### config.mk
export PLATFORM = sky130hd
export DESIGN_NAME = ternary_neuron_acc
export DESIGN_NICKNAME = d
export VERILOG_FILES = /design/src/rtl/ternary_neuron_acc.sv
export SDC_FILE = /design/constraint.sdc
export NUM_CORES = 1
export LEC_CHECK = 0
export BUFFER_PORTS_ARGS = -buffer_cell sky130_fd_sc_hd__buf_2
export CORE_MARGIN = 3
export CORE_UTILIZATION = 50
export DETAILED_ROUTE_END_ITERATION = 16
export PLACE_DENSITY = 0.74
export SLEW_MARGIN = 20
export SYNTH_ARGS = -nofsm -noshare
export SYNTH_HDL_FRONTEND = slang
export SYNTH_SLANG_ARGS = --single-unit
### constraint.sdc
create_clock -name clk -period 5.85 [get_ports clk]
set_input_delay 0.585 -clock clk [delete_from_list [all_inputs] [get_ports clk]]
set_output_delay 0.585 -clock clk [all_outputs]
set_load 0.01 [all_outputs]
### src/rtl/ternary_neuron_acc.sv
// ternary_neuron_acc: accumulates signed popcount differences (pos - neg) over
// up to MAX_BEATS segments per neuron, then thresholds the sum into a trit.
// Optional feature macro: TNA_SATURATE_EN (saturating accumulator + out_sat).
module ternary_neuron_acc #(
  parameter int PC_W      = 6,
  parameter int ACC_W     = 10,
  parameter int MAX_BEATS = 15
) (
  input  logic                    clk,
  input  logic                    rst,
  input  logic                    in_valid,
  output logic                    in_ready,
  input  logic [PC_W-1:0]         pos_cnt,
  input  logic [PC_W-1:0]         neg_cnt,
  input  logic                    in_last,
  input  logic signed [ACC_W-1:0] th_hi,
  input  logic signed [ACC_W-1:0] th_lo,
  output logic                    out_valid,
  input  logic                    out_ready,
  output logic [1:0]              out_trit,
  output logic signed [ACC_W-1:0] out_sum,
  output logic [3:0]              out_beats,
  output logic                    out_ovf,
  output logic                    out_sat
);

  typedef enum logic {IDLE, RUN} state_t;

  state_t                  state_q, state_d;
  logic signed [ACC_W-1:0] acc_q, acc_d;
  logic [3:0]              beats_q, beats_d;
  logic                    out_valid_q, out_valid_d;
  logic [1:0]              out_trit_q, out_trit_d;
  logic signed [ACC_W-1:0] out_sum_q, out_sum_d;
  logic [3:0]              out_beats_q, out_beats_d;
  logic                    out_ovf_q, out_ovf_d;

  logic                    accept;
  logic                    close;
  logic signed [ACC_W:0]   diff;
  logic signed [ACC_W-1:0] base;
  logic signed [ACC_W-1:0] acc_new;
  logic [3:0]              beats_new;
  logic                    clamp;

  assign in_ready  = !out_valid_q || out_ready;
  assign accept    = in_valid && in_ready;
  assign out_valid = out_valid_q;
  assign out_trit  = out_trit_q;
  assign out_sum   = out_sum_q;
  assign out_beats = out_beats_q;
  assign out_ovf   = out_ovf_q;

  // Datapath: difference, accumulate (wrap or clamp), beat count, close decision
  always_comb begin
    diff      = $signed({{(ACC_W+1-PC_W){1'b0}}, pos_cnt} -
                        {{(ACC_W+1-PC_W){1'b0}}, neg_cnt});
    base      = (state_q == RUN) ? acc_q : '0;
    beats_new = (state_q == RUN) ? beats_q + 4'd1 : 4'd1;
    close     = in_last || (beats_new == 4'(MAX_BEATS));
    clamp     = 1'b0;
`ifdef TNA_SATURATE_EN
    begin
      logic signed [ACC_W+1:0] sum_wide;
      sum_wide = (ACC_W+2)'(base) + (ACC_W+2)'(diff);
      if (sum_wide > $signed({3'b000, {(ACC_W-1){1'b1}}})) begin
        acc_new = {1'b0, {(ACC_W-1){1'b1}}};
        clamp   = 1'b1;
      end else if (sum_wide < $signed({3'b111, {(ACC_W-1){1'b0}}})) begin
        acc_new = {1'b1, {(ACC_W-1){1'b0}}};
        clamp   = 1'b1;
      end else begin
        acc_new = ACC_W'(sum_wide);
      end
    end
`else
    acc_new = base + ACC_W'(diff);
`endif
  end

  // Next-state and accumulator/output-register update
  always_comb begin
    state_d     = state_q;
    acc_d       = acc_q;
    beats_d     = beats_q;
    out_valid_d = out_ready ? 1'b0 : out_valid_q;
    out_trit_d  = out_trit_q;
    out_sum_d   = out_sum_q;
    out_beats_d = out_beats_q;
    out_ovf_d   = out_ovf_q;
    if (accept) begin
      acc_d   = acc_new;
      beats_d = beats_new;
      if (close) begin
        state_d     = IDLE;
        out_valid_d = 1'b1;
        out_sum_d   = acc_new;
        out_beats_d = beats_new;
        out_ovf_d   = !in_last;
        if (acc_new > th_hi)      out_trit_d = 2'b01;
        else if (acc_new < th_lo) out_trit_d = 2'b11;
        else                      out_trit_d = 2'b00;
      end else begin
        state_d = RUN;
      end
    end
  end

  // State and output registers
  always_ff @(posedge clk or posedge rst) begin
    if (rst) begin
      state_q     <= IDLE;
      acc_q       <= '0;
      beats_q     <= '0;
      out_valid_q <= 1'b0;
      out_trit_q  <= 2'b00;
      out_sum_q   <= '0;
      out_beats_q <= '0;
      out_ovf_q   <= 1'b0;
    end else begin
      state_q     <= state_d;
      acc_q       <= acc_d;
      beats_q     <= beats_d;
      out_valid_q <= out_valid_d;
      out_trit_q  <= out_trit_d;
      out_sum_q   <= out_sum_d;
      out_beats_q <= out_beats_d;
      out_ovf_q   <= out_ovf_d;
    end
  end

`ifdef TNA_SATURATE_EN
  logic sat_q, sat_d, out_sat_q, out_sat_d;

  // Sticky per-neuron saturation flag, reported on close
  always_comb begin
    sat_d     = sat_q;
    out_sat_d = out_sat_q;
    if (accept) begin
      sat_d = ((state_q == RUN) && sat_q) || clamp;
      if (close) out_sat_d = sat_d;
    end
  end

  // Saturation flag registers
  always_ff @(posedge clk or posedge rst) begin
    if (rst) begin
      sat_q     <= 1'b0;
      out_sat_q <= 1'b0;
    end else begin
      sat_q     <= sat_d;
      out_sat_q <= out_sat_d;
    end
  end

  assign out_sat = out_sat_q;
`else
  assign out_sat = clamp;
`endif

endmodule

==> results of run 1 <==
worst max-delay path, delay by kind of cell:
kind	cells	cell delay, ns
buffers and inverters	3	0.14
adder cells (fa/ha/maj)	4	1.31
AND/OR/NAND/NOR	5	0.66
XOR/XNOR	1	0.43
AO/OA/AOI/OAI	7	1.47
cell type report:
cell class	instances	share of cell area, %
flip-flops and latches	33	27.6
inverters	39	4.90
well taps	67	2.81
clock inverters	3	0.586
repair buffers	57	9.72
multi-input cells	208	52.1
clock buffers	5	2.30
registers in the layout, summed over array words and instances (netlist names):
register and flops:
out_sum 10, beats_q 4, out_valid 1, acc_q 10, out_ovf 1, state_q 1, out_trit 2, out_beats 4
kinds of logic (layout without fill, tap and decap cells):
logic type | after synthesis | count (layout) | share of synthesized area (%)
simple gates | 88 | 88 | 16.7
other cells | 1 | 1 | 0.147
xor+xnor | 11 | 11 | 4.31
fa+ha+maj | 37 | 37 | 18.7
mux | 8 | 8 | 3.67
buf+inv | 45 | 104 | 6.90
compound gates | 63 | 63 | 17.3
flops | 33 | 33 | 32.3
layout by cell type (no fill, tap or decap), types with 2 or more instances in the layout:
cell type	instances
buf_2	55
nand2_1	44
inv_1	39
ha_1	35
dfrtp_1	33
o21ai_0	18
nor2_1	12
a21oi_1	11
and2_1	10
a21o_1	8
mux2_2	6
nand2b_1	5
xnor2_1	5
xor2_1	5
clkbuf_8	5
nand3_1	4
a31oi_1	4
o21a_1	4
nor2b_1	3
a21oi_2	2
o31a_1	2
nand4_1	2
o211ai_1	2
fa_1	2
clkinv_2	2
buf_4	2
path summary, 6_finish.rpt:
kind                          endpoint  slack [ns]  depth (start not counted)
setup / recovery           out_trit[1]        1.45                         20
hold / removal              out_sum[3]        0.37                          3
setup reg to reg           out_trit[0]        1.75                         14
hold reg to reg               acc_q[4]        0.47                          2
max in group asynchronous   out_sum[5]        5.18                          3
min in group clk              acc_q[4]        0.47                          2
power breakdown:
group	switching, uW	internal [uW]	total (uW)
logic	452	372	825
clock network	88.7	82.1	171
registers	52.9	318	371
metal layers:
metal  share of wire, %  up-vias  global-route usage [%]
li1                   -     1079                       -
met1                 50      951                    25.0
met2                 44       49                    29.3
met3                4.1       11                    3.71
met4                2.2        0                    7.47
met5                  0        -                       0
per-stage QoR:
stage | hold WS [ns] | cells | setup slack [ns] | power (uW)
finish | 0.371 | 412 | 1.45 | 1370
global route | 0.416 | 412 | 1.16 | 1510
CTS | 0.385 | 412 | 1.43 | 1380
detailed placement | 0.456 | 404 | 1.11 | 1200
global placement | 0.453 | 404 | 1.26 | 1180
floorplan | 0.438 | 286 | 1.49 | 982
==> impl_metrics.tcl, run 1 <==
set metrics [dict create \
    num_rows 25 \
    synth_ff_type "dfrtp_1" \
    synth_top_cell_by_area "dfrtp_1" \
    dr.pass1.iters 5 \
    cts.repair.resized 0 \
    grt_pass1_vias 2044 \
    vias_per_cell 5.07 \
    synth.most_common_cell "nand2_1" \
    syn_area_um2 2560 \
    synth_edf_count 0 \
    clock_latency_ns 0.29 \
    tightest_slew_ns 0.579 \
    cts_root_buf "clkbuf_8" \
    die_w_um 77.5 \
    async_flop_share_pct 100 \
    hold_buffers 0 \
    synth_cell_types 49 \
    cts_buffers 5 \
    ys_top_cells_by_area "dfrtp_1 (32%), ha_1 (17%), nand2_1 (6.5%), inv_1 (5.7%), o21ai_0 (3.5%)" \
    antenna_found_initial 0 \
    p_leak_uw 0.00163 \
    synthCells 286 \
    synth-seq-area-share_pct 32.3 \
    vdd_drop_max_mv 0.253 \
    ant_nets 0 \
    cp_slowest_stage_delay_ns 0.44 \
    timing.rr.start "state_q" \
    syn_nets 360 \
    grt_max_degree 34 \
    fin_area_um2 2990 \
    clkTransAtPathRegs_ns 0.07 \
    power-per-cell-area_nw_per_um2 457 \
    worstPathRequired_ns 6.06 \
    clkSinkCount 33 \
    final_util_pct 61.6 \
    synth_common_cells "nand2_1 (44), inv_1 (39), ha_1 (35)" \
    dpl_cell_area_um2 2900 \
    cap_violations 0 \
    cts_tree "done" \
    cts_setup_buffers 0 \
    initial_utilization_pct 52.7 \
    grt_first_pass_wirelength_um 8930 \
    vias 2090 \
    period_minus_slack_ns 4.40 \
    final_nets 418 \
    die_h_um 77.5 \
    io_pins 57 \
    skew_ns 0.00675 \
    critical_path_class "in -> reg" \
    n_antenna_cell 0 \
    finalHoldViolations 0 \
    crit_path_end_kind "register" \
    gp_congestion 0.844 \
    worstSetupStartpoint "pos_cnt[0]" \
    max_slew_margin_pct 61.4 \
    ys_warn_count 0 \
    outcome "completed" \
    hp-class "in -> async" \
    crit_chain "buf_2 > inv_1 > ha_1 > fa_1 > nor2b_4 > o31a_1 > o21a_4 > nor2_4 > ha_1 > a21oi_1 > nand2_1 > o41ai_4 > xnor3_1 > ha_1 > inv_1 > or3_1 > a211oi_1 > a221o_1 > nor2_1 > o21ai_0" \
    drive_above_1_share_pct 23.8 \
    arrival_ns 4.61 \
    rsz0062_at_grt "false" \
    detailed_place_hpwl_um 4210 \
    wl_per_cell_um 13.0 \
    area_delta_synth_final_pct 16.8 \
    port_buffers 55 \
    max_freq_ghz 0.227 \
    synth_top_area_share_pct 32.3 \
    wirelength_um 5350 \
    overflow 0 \
    gr-usage-all-layers_pct 18.6 \
    finalSetupViolCount 0 \
    drt_iter0_markers 70 \
    period_share_pct 75.2 \
    seq_area_um2 826 \
    die_area_um2 6010 \
    slew_viol_final 0 \
    core_um2 4850 \
    drc_errors 0 \
    cpMostUsedCell "ha_1" \
    fill_cells 434 \
    h-tree-depth 2 \
    cp_max_fo 5 \
    clockBufferDepth 2 \
    synth.avg_cell_area_um2 8.94 \
    crit_slowest_cell "fa_1" \
    multi_input_area_um2 1560 \
    cp-start-kind "input port" \
    ys_ff_latch 33 \
    tns_ns 0 \
]
Power figures use the tool's default switching activity.
==> inputs of run 2 (changes only) <==
==> constraint.sdc (replaced) <==
create_clock -name clk -period 4.15 [get_ports clk]
set_input_delay 0.415 -clock clk [delete_from_list [all_inputs] [get_ports clk]]
set_output_delay 0.415 -clock clk [all_outputs]
set_load 0.01 [all_outputs]
==> impl_metrics.tcl, run 2 (synthesis results as in run 1) <==
set metrics [dict create \
    vias 2264 \
    max_freq_ghz 0.256 \
    drive_above_1_share_pct 31.9 \
    timing.rr.start "state_q" \
    p_leak_uw 0.00180 \
    period_share_pct 94.3 \
    tns_ns 0 \
    gp_congestion 0.873 \
    grt_pass1_vias 2170 \
    num_rows 25 \
    dp_slack_ns -0.231 \
    seq_area_um2 826 \
    multi_input_area_um2 1600 \
    clockBufferDepth 2 \
    cap_violations 0 \
    arrival_ns 4.08 \
    vias_per_cell 5.11 \
    regToRegSetupSlack_ns 0.62 \
    n_antenna_cell 0 \
    die_area_um2 6010 \
    crit_path_end_kind "register" \
    cts_buffers 5 \
    finalSetupViolCount 0 \
    detailed_place_hpwl_um 4650 \
    worstPathRequired_ns 4.32 \
    cp-start-kind "input port" \
    grt_first_pass_wirelength_um 9980 \
    worstSetupStartpoint "pos_cnt[0]" \
    wirelength_um 6030 \
    period_minus_slack_ns 3.91 \
    clkTransAtPathRegs_ns 0.07 \
    core_um2 4850 \
    grt_max_degree 34 \
    gr-usage-all-layers_pct 20.8 \
    final_cells 443 \
    final_common_cell "buf_2" \
    cts_root_buf "clkbuf_8" \
    rsz0062_at_grt "false" \
    clock_latency_ns 0.29 \
    slew_viol_final 0 \
    drc_errors 0 \
    initial_utilization_pct 52.7 \
    fill_cells 399 \
    clkSinkCount 33 \
    tightest_slew_ns 0.544 \
    final_cell_mix "buf_2 (55), nand2_1 (44), inv_1 (39)" \
    h-tree-depth 2 \
    overflow 0 \
    area_delta_synth_final_pct 29.0 \
    outcome "completed" \
    antenna_found_initial 0 \
    holdWs_ns 0.202 \
    wl_per_cell_um 13.6 \
    critical_path_class "in -> reg" \
    vdd_drop_max_mv 0.512 \
    max_slew_margin_pct 63.7 \
    hp-class "in -> async" \
    drt_iter0_markers 119 \
    cts_tree "done" \
    skew_ns 0.00819 \
    port_buffers 55 \
    final_nets 449 \
    die_w_um 77.5 \
    hold_buffers 0 \
    dr.pass1.iters 4 \
    dp.cells 435 \
    finalHoldViolations 0 \
    setup_slack_ns 0.237 \
    fin_area_um2 3300 \
    ant_nets 0 \
    die_h_um 77.5 \
    cp_max_fo 5 \
    io_pins 57 \
    power-per-cell-area_nw_per_um2 712 \
    dpl_cell_area_um2 3130 \
]
run 2: cell count changes in the layout (fill, tap and decap cells not counted), moves of 2 or more:
cell      before  now
clkinv_2       2    0
buf_4          2   33
a21oi_1       11    9
a21oi_2        2    4
run 2: cell type report:
cell class                 instances  share of cell area, %
tap                               67                   2.54
sequential                        33                   25.0
clock buffer                       7                   2.62
multi-input combinational        208                   48.6
timing repair buffer              88                   15.9
inverter                          39                   4.44
clock inverter                     1                  0.910
run 2: repair_timing:
action | in CTS | in global routing
setup endpoints to repair | 0 | 2
setup buffers | 0 | 0
resized for setup | 0 | 10
run 2: worst paths after layout:
| check | endpoint | depth (start not counted) |
|---|---|---|
| min in group clk | out_ovf | 2 |
| worst max register to register | out_trit[0] | 15 |
| max in group asynchronous | out_sum[7] | 3 |
| worst max-delay path | out_trit[0] | 19 |
| worst min register to register | acc_q[2] | 2 |
| worst min-delay path | beats_q[3] | 3 |
run 2: metal layers:
layer	GRT usage, %	routed length [um]
met2	33.2	2710
met5	0	0
met4	7.30	98
met1	28.7	2880
met3	3.02	347
run 2: critical path: stages:
cell       delay [ns]
buf_2            0.07
inv_1            0.04
ha_1             0.21
fa_2             0.38
nor2b_4          0.12
o31a_1           0.15
o21a_4           0.14
nor2_4           0.05
ha_1             0.36
nand3_1          0.14
nand2_1          0.10
o41ai_4          0.26
xnor3_1          0.31
ha_1             0.31
inv_1            0.05
a2111oi_1        0.30
o211ai_1         0.15
a21o_1           0.23
o32a_1           0.28
run 2: metrics by stage:
stage	power (uW)	utilization, %
2_1_floorplan	1380	-
3_3_place_gp	1900	64.6
3_5_place_dp	1950	64.6
4_1_cts	2290	67.0
5_1_grt	2550	68.1
6_report	2350	68.1
run 2: where the power goes:
| part | leakage, uW | internal (uW) | switching [uW] |
|---|---|---|---|
| combinational | 0.00134 | 760 | 757 |
| sequential | 0.000402 | 448 | 68.1 |
| clock | 0.0000585 | 196 | 118 |
